<file path="src/rtl/axi_adapter_arb_32.sv">
// Round-robin arbiter that shares one axi_adapter_32 request port among
// NR_PORTS requesters. The winner's payload is latched once and drives the
// adapter until its completion. Grant, valid and critical-word strobes are
// routed back to the owning port only.
module axi_adapter_arb_32 #(
  parameter int NR_PORTS     = 3,
  parameter int DATA_WIDTH   = 64,
  parameter int AXI_ID_WIDTH = 4
) (
  input  logic                                      clk_i,
  input  logic                                      rst_ni,
  // requester side
  input  logic [NR_PORTS-1:0]                       req_i,
  input  logic [NR_PORTS-1:0]                       type_i,
  input  logic [NR_PORTS-1:0][31:0]                 addr_i,
  input  logic [NR_PORTS-1:0]                       we_i,
  input  logic [NR_PORTS-1:0][DATA_WIDTH-1:0]       wdata_i,
  input  logic [NR_PORTS-1:0][DATA_WIDTH/8-1:0]     be_i,
  input  logic [NR_PORTS-1:0][1:0]                  size_i,
  input  logic [NR_PORTS-1:0][AXI_ID_WIDTH-1:0]     id_i,
  output logic [NR_PORTS-1:0]                       gnt_o,
  output logic [NR_PORTS-1:0]                       valid_o,
  output logic [DATA_WIDTH-1:0]                     rdata_o,
  output logic [AXI_ID_WIDTH-1:0]                   id_o,
  output logic [31:0]                               critical_word_o,
  output logic [NR_PORTS-1:0]                       critical_word_valid_o,
  // adapter side
  output logic                                      adp_req_o,
  output logic                                      adp_type_o,
  output logic [31:0]                               adp_addr_o,
  output logic                                      adp_we_o,
  output logic [DATA_WIDTH-1:0]                     adp_wdata_o,
  output logic [DATA_WIDTH/8-1:0]                   adp_be_o,
  output logic [1:0]                                adp_size_o,
  output logic [AXI_ID_WIDTH-1:0]                   adp_id_o,
  input  logic                                      adp_gnt_i,
  input  logic                                      adp_valid_i,
  input  logic [DATA_WIDTH-1:0]                     adp_rdata_i,
  input  logic [AXI_ID_WIDTH-1:0]                   adp_id_i,
  input  logic [31:0]                               adp_cw_i,
  input  logic                                      adp_cw_valid_i
);

  localparam int PW = (NR_PORTS > 1) ? $clog2(NR_PORTS) : 1;
  localparam int BW = DATA_WIDTH / 8;

  typedef enum logic [1:0] {IDLE, REQ, RESP} state_t;

  typedef struct packed {
    logic                    typ;
    logic [31:0]             addr;
    logic                    we;
    logic [DATA_WIDTH-1:0]   wdata;
    logic [BW-1:0]           be;
    logic [1:0]              size;
    logic [AXI_ID_WIDTH-1:0] id;
  } payload_t;

  state_t   state_reg, state_next;
  logic [PW-1:0] rr_reg, rr_next;
  logic [PW-1:0] owner_reg, owner_next;
  payload_t payload_reg, payload_next;

  logic [PW-1:0] win;
  logic          any_req;

  // Pick the first requesting port at or after the round-robin pointer.
  always_comb begin
    int idx;
    idx     = 0;
    win     = '0;
    any_req = 1'b0;
    for (int i = 0; i < NR_PORTS; i++) begin
      idx = int'(rr_reg) + i;
      if (idx >= NR_PORTS) idx = idx - NR_PORTS;
      if (!any_req && req_i[idx[PW-1:0]]) begin
        any_req = 1'b1;
        win     = idx[PW-1:0];
      end
    end
  end

  // Next-state, payload capture and owner-routed strobes.
  always_comb begin
    state_next            = state_reg;
    rr_next               = rr_reg;
    owner_next            = owner_reg;
    payload_next          = payload_reg;
    gnt_o                 = '0;
    valid_o               = '0;
    critical_word_valid_o = '0;
    adp_req_o             = 1'b0;
    rdata_o               = '0;
    id_o                  = '0;
    critical_word_o       = '0;
    case (state_reg)
      IDLE: begin
        if (any_req) begin
          owner_next         = win;
          payload_next.typ   = type_i[win];
          payload_next.addr  = addr_i[win];
          payload_next.we    = we_i[win];
          payload_next.wdata = wdata_i[win];
          payload_next.be    = be_i[win];
          payload_next.size  = size_i[win];
          payload_next.id    = id_i[win];
          state_next         = REQ;
        end
      end
      REQ: begin
        adp_req_o = 1'b1;
        if (adp_gnt_i) begin
          gnt_o[owner_reg] = 1'b1;
          state_next       = RESP;
        end
      end
      RESP: begin
        // Read-side data is only forwarded while a transaction is in flight.
        rdata_o         = adp_rdata_i;
        id_o            = adp_id_i;
        critical_word_o = adp_cw_i;
        critical_word_valid_o[owner_reg] = adp_cw_valid_i;
        if (adp_valid_i) begin
          valid_o[owner_reg] = 1'b1;
          rr_next    = (owner_reg == PW'(NR_PORTS - 1)) ? '0 : owner_reg + 1'b1;
          state_next = IDLE;
        end
      end
      default: state_next = IDLE;
    endcase
  end

  // The adapter always sees the latched payload, never live requester inputs.
  assign adp_type_o  = payload_reg.typ;
  assign adp_addr_o  = payload_reg.addr;
  assign adp_we_o    = payload_reg.we;
  assign adp_wdata_o = payload_reg.wdata;
  assign adp_be_o    = payload_reg.be;
  assign adp_size_o  = payload_reg.size;
  assign adp_id_o    = payload_reg.id;

  // State, pointer, owner and payload registers.
  always_ff @(posedge clk_i or negedge rst_ni) begin
    if (!rst_ni) begin
      state_reg   <= IDLE;
      rr_reg      <= '0;
      owner_reg   <= '0;
      payload_reg <= '0;
    end else begin
      state_reg   <= state_next;
      rr_reg      <= rr_next;
      owner_reg   <= owner_next;
      payload_reg <= payload_next;
    end
  end

  // Owner-routed strobes must never have more than one bit set.
  a_gnt_onehot : assert property (@(posedge clk_i) disable iff (!rst_ni) $onehot0(gnt_o));
  a_valid_onehot : assert property (@(posedge clk_i) disable iff (!rst_ni) $onehot0(valid_o));
  a_cw_onehot : assert property (@(posedge clk_i) disable iff (!rst_ni) $onehot0(critical_word_valid_o));

endmodule

</file>
<file path="config.mk">
export PLATFORM = sky130hd
export DESIGN_NAME = axi_adapter_arb_32
export DESIGN_NICKNAME = d
export VERILOG_FILES = /design/src/rtl/axi_adapter_arb_32.sv
export SDC_FILE = /design/constraint.sdc
export NUM_CORES = 1
export LEC_CHECK = 0
export CORE_AREA = 5 5 258 260
export DETAILED_ROUTE_END_ITERATION = 8
export DIE_AREA = 0 0 263 265
export HOLD_SLACK_MARGIN = 0.05
export SKIP_CTS_REPAIR_TIMING = 1
export SLEW_MARGIN = 20
export SYNTH_ARGS = -nofsm -noshare
export SYNTH_HDL_FRONTEND = slang
export SYNTH_SLANG_ARGS = --single-unit
</file>
<file path="constraint.sdc">
create_clock -name clk_i -period 2.95 [get_ports clk_i]
set_input_delay 0.59 -clock clk_i [delete_from_list [all_inputs] [get_ports clk_i]]
set_output_delay 0.59 -clock clk_i [all_outputs]
set_load 0.01 [all_outputs]
</file>
==> Yosys cells after proc, flatten, opt, wreduce, memory -nomap -nowiden <==
Cells that the tools add are included.
{ "word_totals": {"out_inout_bits": 222, "input_bits": 444, "ff_bits": 118, "word_cells": 86} }
{ "classes": {"muxes": 45, "order_cmp": 9, "reduce_logical": 9, "bitwise_logic": 1, "addsub": 6, "n_eq_ne": 6} }
{ "ops": {"columns": ["cell", "n"], "rows": [
  ["binary-select mux 64 bit (select 2 bit)", 1],
  ["two-way mux 64 bit", 2],
  ["binary-select mux 32 bit (select 2 bit)", 1],
  ["two-way mux 32 bit", 2],
  ["two-way mux 2 bit", 11],
  ["binary-select mux 8 bit (select 2 bit)", 1],
  ["< comparator 2 x 3 -> 1 bit (second input constant)", 5],
  ["two-way mux 3 bit", 5],
  ["binary-select mux 1 bit (select 2 bit)", 5],
  ["two-way mux 1 bit", 10],
  ["binary-select mux 4 bit (select 2 bit)", 1],
  ["two-way mux 4 bit", 2],
  ["two-way mux 8 bit", 1],
  [">= comparator 3 x 2 -> 1 bit (second input constant)", 2],
  ["!= test 2 bit (second input constant)", 3],
  ["one-hot mux 2 bit (3 select lines)", 1],
  ["subtractor 2 bit (second input constant)", 3],
  ["binary-select mux 2 bit (select 2 bit)", 1],
  ["== test 2 bit (second input constant)", 2],
  ["AND reduction 2 bit", 2],
  ["adder 2 x 1 -> 3 bit (second input constant)", 1],
  ["adder 2 x 2 -> 3 bit (second input constant)", 1],
  ["AND 3 bit", 1],
  ["logical AND 1 bit", 3],
  ["8 further kinds", 9]
]} }

==> Logic depth before layout (Yosys ltp) <==
Gate-level depths: netlist of the first run.
{ "depth": {"depth_word": 13, "mapped_depth": 12, "mapped_depth_nobuf": 7} }

==> Worst setup path before layout of the first run <==
No wires, ideal clock.
{ "synth_timing": {"path_type": "register to register", "start": "reg rr_reg[0]", "end": "reg payload_reg, in the netlist adp_addr_o[0]", "synth_period_minus_slack_ns": 2.650, "required_time_ns": 2.870, "n_path_buf": 5, "stages_incl_launch_ff": 13, "setup_time_ns": 0.080, "slack_ns": 0.300, "arrival_time_ns": 2.569, "path_cell_list": "dfrtp_1 -> inv_1 -> ha_1 -> clkbuf_1 -> nand3b_1 -> o21a_1 -> a311o_1 -> clkbuf_1 -> or3_1 -> buf_2 -> buf_6 -> buf_6 -> o211ai_2"} }
{ "synth_between": {"elab_chain_len": 13, "elab_cells_between_ends": 30, "classes_between": "add/sub: 5; order compare: 3; mux: 17; reduce/logical: 5"} }
{ "synth_rtl": {"columns": ["item", "line", "rtl"], "rows": [
  ["start, declared", "60", "logic [PW-1:0] rr_reg, rr_next;"],
  ["start signal, assigned", "151", "rr_reg <= rr_next;"],
  ["parallel branches: the longest is 13 deep, another holds adder 2 x 1 -> 3 bit", null, null],
  ["end signal, assigned", "153", "payload_reg <= payload_next;"],
  ["end, declared", "62", "payload_t payload_reg, payload_next;"]
]} }
Several ways; the timed one is not identified. The select of a mux whose other input is x is not followed.
A chain may end at the register's enable or synchronous reset.

==> Worst setup path in the final report of the first run <==
{ "layout_timing": {"start": "reg rr_reg[0]", "end": "reg payload_reg, in the netlist adp_wdata_o[3]"} }
{ "layout_between": {"elab_chain_len": 13, "elab_cells_between_ends": 30, "classes_between": "add/sub: 5; order compare: 3; mux: 17; reduce/logical: 5"} }
{ "layout_rtl": {"columns": ["item"], "rows": [
  ["parallel branches: the longest is 13 deep, another holds adder 2 x 1 -> 3 bit"]
]} }
Several ways; the timed one is not identified. The select of a mux whose other input is x is not followed.

==> impl_metrics.yaml, run 1 <==
outcome:
  status: "finished, final reports clean"
place:
  postPlaceCellArea_um2: 19300
  io_buffers: 665
  globalplace.congestion: 0.985
  hpwl_mm: 52.6
  post-place-cells: 2878
  post-place-ws_ns: -0.0671
sta:
  worst_slack_ns: 0.133
  period_minus_slack_ns: 2.82
  maxSlewViolCount: 0
  fin_crit_sh_pct: 95.5
  finalSetupTns_ns: 0
  relSlewSlack_pct: 34.4
  fin_skew_ns: 0.0162
  setup_viol: 0
  finalHoldViolations: 0
  tightest_slew_ns: 0.983
  fin_hold_ws_ns: 0.0703
  timing.fmax_mhz: 355
finish:
  fin_nets: 2492
  area_growth_pct: 75.1
  stdcell_count: 2923
  final_core_util_pct: 31.3
  post-route-cell-area_um2: 20000
  drive_above_1_share_pct: 8.90
  largest_reg_flops: 64
clocking:
  clk_pin_slew_worst_paths_ns: 0.06
  numCtsBuffers: 17
  clock-sinks: 118
  cts_max_level: 4
  clk_latency_ns: 0.48
  cts-root-buf: "clkbuf_16"
  max-clock-path-buffers: 2
  cts_tree: "done"
yosys:
  avgSynthCellArea_um2: 7.74
  async_reset_ff_share_pct: 100
  synth_seq_cells: 118
  synth_nets: 1925
  yosys_warnings: 0
  synth_edf_count: 0
  syn_area_um2: 11400
  synth_cells: 1477
  yosysSeqAreaShare_pct: 25.8
  ys_types: 34
  synth_ff_type: "dfrtp_1"
global_routing:
  grt-ovfl-total: 0
  antenna_found_initial: 18
  grt_max_degree: 133
  grt_pass1_vias: 14200
  grt_pass1_wl_mm: 98.5
  grtUsageTotal_pct: 18.6
die:
  core_um2: 63900
  start_util_pct: 17.9
  ios: 666
  dieArea_um2: 69700
  dieHeight_um: 265
  num_rows: 93
  die_x_um: 263
drt:
  wl_per_cell_um: 23.6
  drt_wl_total_mm: 69.0
  vias_per_cell: 4.88
  drc: 0
  drtAntennaViolNets: 0
  drtIter0Drc: 1303
  vias: 14300
  firstDrtPassIters: 7
setup_path:
  cp-start-kind: "flop"
  cp.required_ns: 3.32
  rr_worst_depth: 8
  path_max_fanout: 21
  critPathKind: "flop to flop"
  crit_arrival_ns: 3.18
  end_kind: "flop"
flow_run:
  cap_viol_max_count: 0
power_and_ir_drop:
  finalPower_mw: 19.2
  ir_drop_v: 0.000682
  leakage_nw: 7.40
  power_density_nw_per_um2: 960
worst_hold_path:
  hold_path.class: "input pin to async pin"
==> synth_stat cells, types with 3 or more instances <==
library cell,n,area share (%)
o211ai_1,267,18
nand2_1,230,7.6
clkbuf_1,169,5.5
dfrtp_1,118,26
nand2b_1,118,6.5
a21oi_1,113,4.9
and3b_1,113,8.7
nand4_1,112,6.1
and2_1,100,5.5
o211ai_2,70,7.7
nor2_1,11,0.36
buf_6,8,0.79
buf_1,6,0.20
mux2i_1,5,0.44
ha_1,4,0.44
inv_1,4,0.13
o21a_1,4,0.26
nor3_1,3,0.13
==> where the power goes <==
group | internal (mW) | leakage [nW] | switching, mW
registers | 2.46 | 1.47 | 0.553
clock network | 1.32 | 0.284 | 0.919
logic | 6.26 | 5.64 | 7.69
==> layer usage <==
layer | share of wire, % | track usage [%] | vias to the layer above
li1 | - | - | 6603
met1 | 43 | 24.1 | 6866
met2 | 46 | 29.8 | 673
met3 | 8.3 | 6.40 | 98
met4 | 2.2 | 5.33 | 12
met5 | 0.13 | 0 | -
==> layout by cell type, fill, tap and decap left out, types with 2 or more instances in the layout <==
cell	netlist	routed
a21o_1	2	2
a21oi_1	113	113
a311oi_4	0	2
and2_1	100	100
and3b_1	113	113
buf_12	0	26
buf_4	1	39
buf_6	8	2
bufinv_16	0	3
clkbuf_1	169	3
clkbuf_16	0	18
clkdlybuf4s50_1	0	661
clkinv_2	0	3
clkinv_4	0	4
clkinvlp_4	0	2
dfrtp_1	118	116
dfrtp_2	0	2
diode_2	0	11
dlymetal6s2s_1	0	3
ha_1	4	3
inv_1	4	4
mux2i_1	5	5
nand2_1	230	230
nand2b_1	118	118
nand3b_1	2	2
nand4_1	112	112
nor2_1	11	8
nor2_2	0	2
nor3_1	3	3
nor3b_1	2	2
o211ai_1	267	267
o211ai_2	70	70
o21a_1	4	3
o21ai_0	2	2
==> worst max-delay path, stage by stage (launching register included) <==
cell and delay [ns]:
dfrtp_2 0.47, inv_1 0.11, ha_1 0.31, inv_1 0.13, mux2_8 0.34, a311o_2 0.38, or3_4 0.45, buf_4 0.25
o211ai_1 0.26
==> layout make-up <==
class	instances	area (um^2)
inverter	4	15.0
clock inverter	12	155
antenna	11	27.5
tap	855	1070
clock buffer	20	437
sequential	118	2960
fill	6643	43900
timing repair buffer	733	7540
multi-input combinational	1170	7820
==> logic make-up after synthesis <==
group	share of synthesized area, %
AO/OA/AOI/OAI	31.1
adder cells (fa/ha/maj)	0.438
buffers and inverters	6.78
flip-flops	25.8
multiplexers	0.569
AND/OR/NAND/NOR	35.3
==> final timing paths <==
| kind | from | end | slack [ns] |
|---|---|---|---|
| min reg2reg | adp_wdata_o[39]$_DFFE_PN0P_ | adp_wdata_o[39]$_DFFE_PN0P_ | 0.49 |
| min | rst_ni | adp_wdata_o[59]$_DFFE_PN0P_ | 0.07 |
| max in group asynchronous | rst_ni | adp_wdata_o[9]$_DFFE_PN0P_ | 2.19 |
| max reg2reg | rr_reg[0]$_DFFE_PN0P_ | adp_wdata_o[3]$_DFFE_PN0P_ | 0.13 |
| min in group clk_i | adp_wdata_o[39]$_DFFE_PN0P_ | adp_wdata_o[39]$_DFFE_PN0P_ | 0.49 |
| max | rr_reg[0]$_DFFE_PN0P_ | adp_wdata_o[3]$_DFFE_PN0P_ | 0.13 |
No activity file was read; power rests on OpenSTA's default activity.
==> inputs of run 2 (changes only) <==
--- a/config.mk
+++ b/config.mk
@@ -5,9 +5,10 @@
 export SDC_FILE = /design/constraint.sdc
 export NUM_CORES = 1
 export LEC_CHECK = 0
-export CORE_AREA = 5 5 258 260
+export ABC_AREA = 1
+export CORE_AREA = 5 5 252 254
 export DETAILED_ROUTE_END_ITERATION = 8
-export DIE_AREA = 0 0 263 265
+export DIE_AREA = 0 0 257 259
 export HOLD_SLACK_MARGIN = 0.05
 export SKIP_CTS_REPAIR_TIMING = 1
 export SLEW_MARGIN = 20
==> run 2 against run 1 <==
- synthesized cell count down 5.8%
- sequential share of layout area rose by 2.7 points
- clock-buffer cell count up 1
- setup slack better by 0.053 ns
- clock skew grew 0.0031 ns
- via count shrank 22%
- die area decreased by 4.5%
- routed wire length down 30%
- core utilization shrank 3.6 points
- combinational power is 9% lower
==> impl_metrics.yaml, run 2 <==
outcome:
  status: "finished, final reports clean"
place:
  post-place-cells: 2805
  globalplace.congestion: 0.848
  io_buffers: 665
  hpwl_mm: 37.5
global_routing:
  antenna_found_initial: 3
  grtUsageTotal_pct: 13.9
  grt_pass1_wl_mm: 70.9
  grt_pass1_vias: 11200
  grt_max_degree: 101
  grt-ovfl-total: 0
setup_path:
  rr_worst_depth: 13
  cp_common_cell: "nor2_1"
  critPathKind: "flop to output pin"
  crit_arrival_ns: 2.17
  path_cells: "nor2_1, inv_2, buf_12, nor2_1, clkdlybuf4s50_1"
  path_max_fanout: 100
  r2r-start: "rr_reg[0]$_DFFE_PN0P_"
  slowest_stage: "clkdlybuf4s50_1"
  end_kind: "output pin"
  r2r_slack_ns: 0.40
  cp.required_ns: 2.36
  cp.buffers_inverters: 3
  cp_slowest_stage_delay_ns: 0.57
  cp-start-kind: "flop"
  regToRegEndpoint: "adp_wdata_o[14]$_DFFE_PN0P_"
  critPathTopFamily: "buffers and inverters"
flow_run:
  cap_viol_max_count: 0
worst_hold_path:
  hold_path.class: "flop to flop"
  min_path_cells: 2
  whs_endpoint: "adp_wdata_o[16]$_DFFE_PN0P_"
  hold_start: "adp_wdata_o[16]$_DFFE_PN0P_"
clocking:
  max-clock-path-buffers: 2
  clock-sinks: 118
  cts_tree: "done"
  clk_pin_slew_worst_paths_ns: 0.06
  cts-root-buf: "clkbuf_16"
  clk_latency_ns: 0.47
  numCtsBuffers: 17
  cts_max_level: 4
drt:
  drtAntennaViolNets: 0
  vias_per_cell: 3.94
  drc: 0
  wl_per_cell_um: 17.1
  vias: 11200
  firstDrtPassIters: 5
  drt_wl_total_mm: 48.6
  drtIter0Drc: 723
finish:
  stdcell_count: 2837
  fin_nets: 2483
  area_growth_pct: 99.9
  final_common_cell: "clkdlybuf4s50_1"
  drive_above_1_share_pct: 4.59
  layout_common_cells: "clkdlybuf4s50_1, inv_1, nand3_1"
  largest_reg_flops: 64
  antenna_cells: 0
sta:
  timing.fmax_mhz: 362
  fin_skew_ns: 0.0193
  maxSlewViolCount: 0
  rsz0062_at_grt: "no"
  fin_crit_sh_pct: 93.7
  finalHoldViolations: 0
  relSlewSlack_pct: 59.0
  setup_viol: 0
  fin_hold_ws_ns: 0.524
  finalSetupTns_ns: 0
  tightest_slew_ns: 0.615
  period_minus_slack_ns: 2.76
yosys:
  syn_area_um2: 8470
  synth_edf_count: 0
  synth_top_family_by_area: "simple AND/OR/NAND/NOR gates"
  async_reset_ff_share_pct: 100
  synthAdderAreaFrac_pct: 0.591
  yosysMostFrequentCell: "inv_1"
  synth_compound_area_share_pct: 13.5
  yosys_warnings: 0
  synth_cells: 1391
  synthMuxAreaShare_pct: 0
  avgSynthCellArea_um2: 6.09
  synth_ff_type: "dfrtp_1"
  yosysSeqAreaShare_pct: 34.9
  yosys.area_share.simple_pct: 31.3
  synth_common_cells: "inv_1, nand3_1, nor2_1, a21oi_1, nand2_1"
  synth_seq_cells: 118
  synth_nets: 1839
  synth_top_area_share_pct: 34.9
  synth_xor_area_share_pct: 0
  synth_area_leaders: "dfrtp_1, inv_1, nand3_1"
  yosysTopAreaCell: "dfrtp_1"
  ys_types: 24
die:
  num_rows: 91
  dieHeight_um: 259
  core_um2: 61000
  dieArea_um2: 66600
  start_util_pct: 13.9
  die_x_um: 257
  ios: 666
power_and_ir_drop:
  power_density_nw_per_um2: 1070
  leakage_nw: 8.08
  ir_drop_v: 0.000945
run 2: cell types whose count changed after synthesis, moves of 70 or more:
| cell | previous run | this run |
|---|---|---|
| a21oi_1 | 113 | 197 |
| and2_1 | 100 | 0 |
| and3b_1 | 113 | 0 |
| clkbuf_1 | 169 | 47 |
| inv_1 | 4 | 334 |
| nand2b_1 | 118 | 0 |
| nand3_1 | 0 | 218 |
| nand4_1 | 112 | 3 |
| nor2_1 | 11 | 210 |
| o211ai_1 | 267 | 15 |
| o211ai_2 | 70 | 0 |
run 2: per-stage QoR:
step / utilization (%) / setup slack, ns / area [um^2] / power [mW]
6_report: 27.7 / 0.186 / 16900 / 18.1
5_1_grt: 27.7 / 0.00689 / 16900 / 19.7
4_1_cts: 27.7 / 0.0787 / 16900 / 18.5
3_5_place_dp: 26.7 / 0.106 / 16300 / 16.0
3_3_place_gp: 26.7 / 0.163 / 16300 / 16.0
2_1_floorplan: - / 0.843 / 8470 / 9.64
run 2: worst max path at each step:
| stage | start | to | slack, ns | depth (start not counted) |
|---|---|---|---|---|
| finish | state_reg[0]$_DFFE_PN0P_ | rdata_o[25] | 0.19 | 5 |
| global route | state_reg[0]$_DFFE_PN0P_ | critical_word_o[31] | 0.007 | 5 |
| CTS | state_reg[0]$_DFFE_PN0P_ | critical_word_o[31] | 0.08 | 5 |
| detailed placement | req_i[2] | adp_wdata_o[14]$_DFFE_PN0P_ | 0.11 | 12 |
| global placement | req_i[2] | adp_wdata_o[29]$_DFFE_PN0P_ | 0.16 | 12 |
| floorplan | rr_reg[0]$_DFFE_PN0P_ | adp_addr_o[0]$_DFFE_PN0P_ | 0.84 | 12 |
run 2: logic make-up after synthesis:
group,Yosys count
flops,118
simple gates,619
fa+ha+maj,4
buf+inv,430
compound gates,220
run 2: power by group:
| group | switching, mW | leakage (nW) | internal (mW) |
|---|---|---|---|
| Clock | 0.888 | 0.302 | 1.48 |
| Sequential | 0.471 | 1.33 | 2.52 |
| Combinational | 7.38 | 6.45 | 5.39 |
| Total | 8.74 | 8.08 | 9.39 |
run 2: metal layers:
metal	vias to the layer above	track usage (%)	routed length [um]	part of all wire, %
met4	2	4.40	1270	2.6
met2	513	23.3	23200	48
li1	5531	-	-	-
met3	67	5.88	4450	9.2
met1	5071	16.3	19600	40
met5	-	0	17	0.035
run 2: worst min-delay path, cell delays in order, from the launching register on:
cell	delay, ns
dfrtp_1	0.34
nor2_1	0.05
a21oi_1	0.10
run 2: layout make-up:
class | count | area (um^2)
clock buffer | 21 | 470
clock inverter | 10 | 169
fill | 6730 | 44100
inverter | 339 | 1280
multi-input combinational | 843 | 3850
sequential | 118 | 2950
tap | 790 | 988
timing repair buffer | 716 | 7220
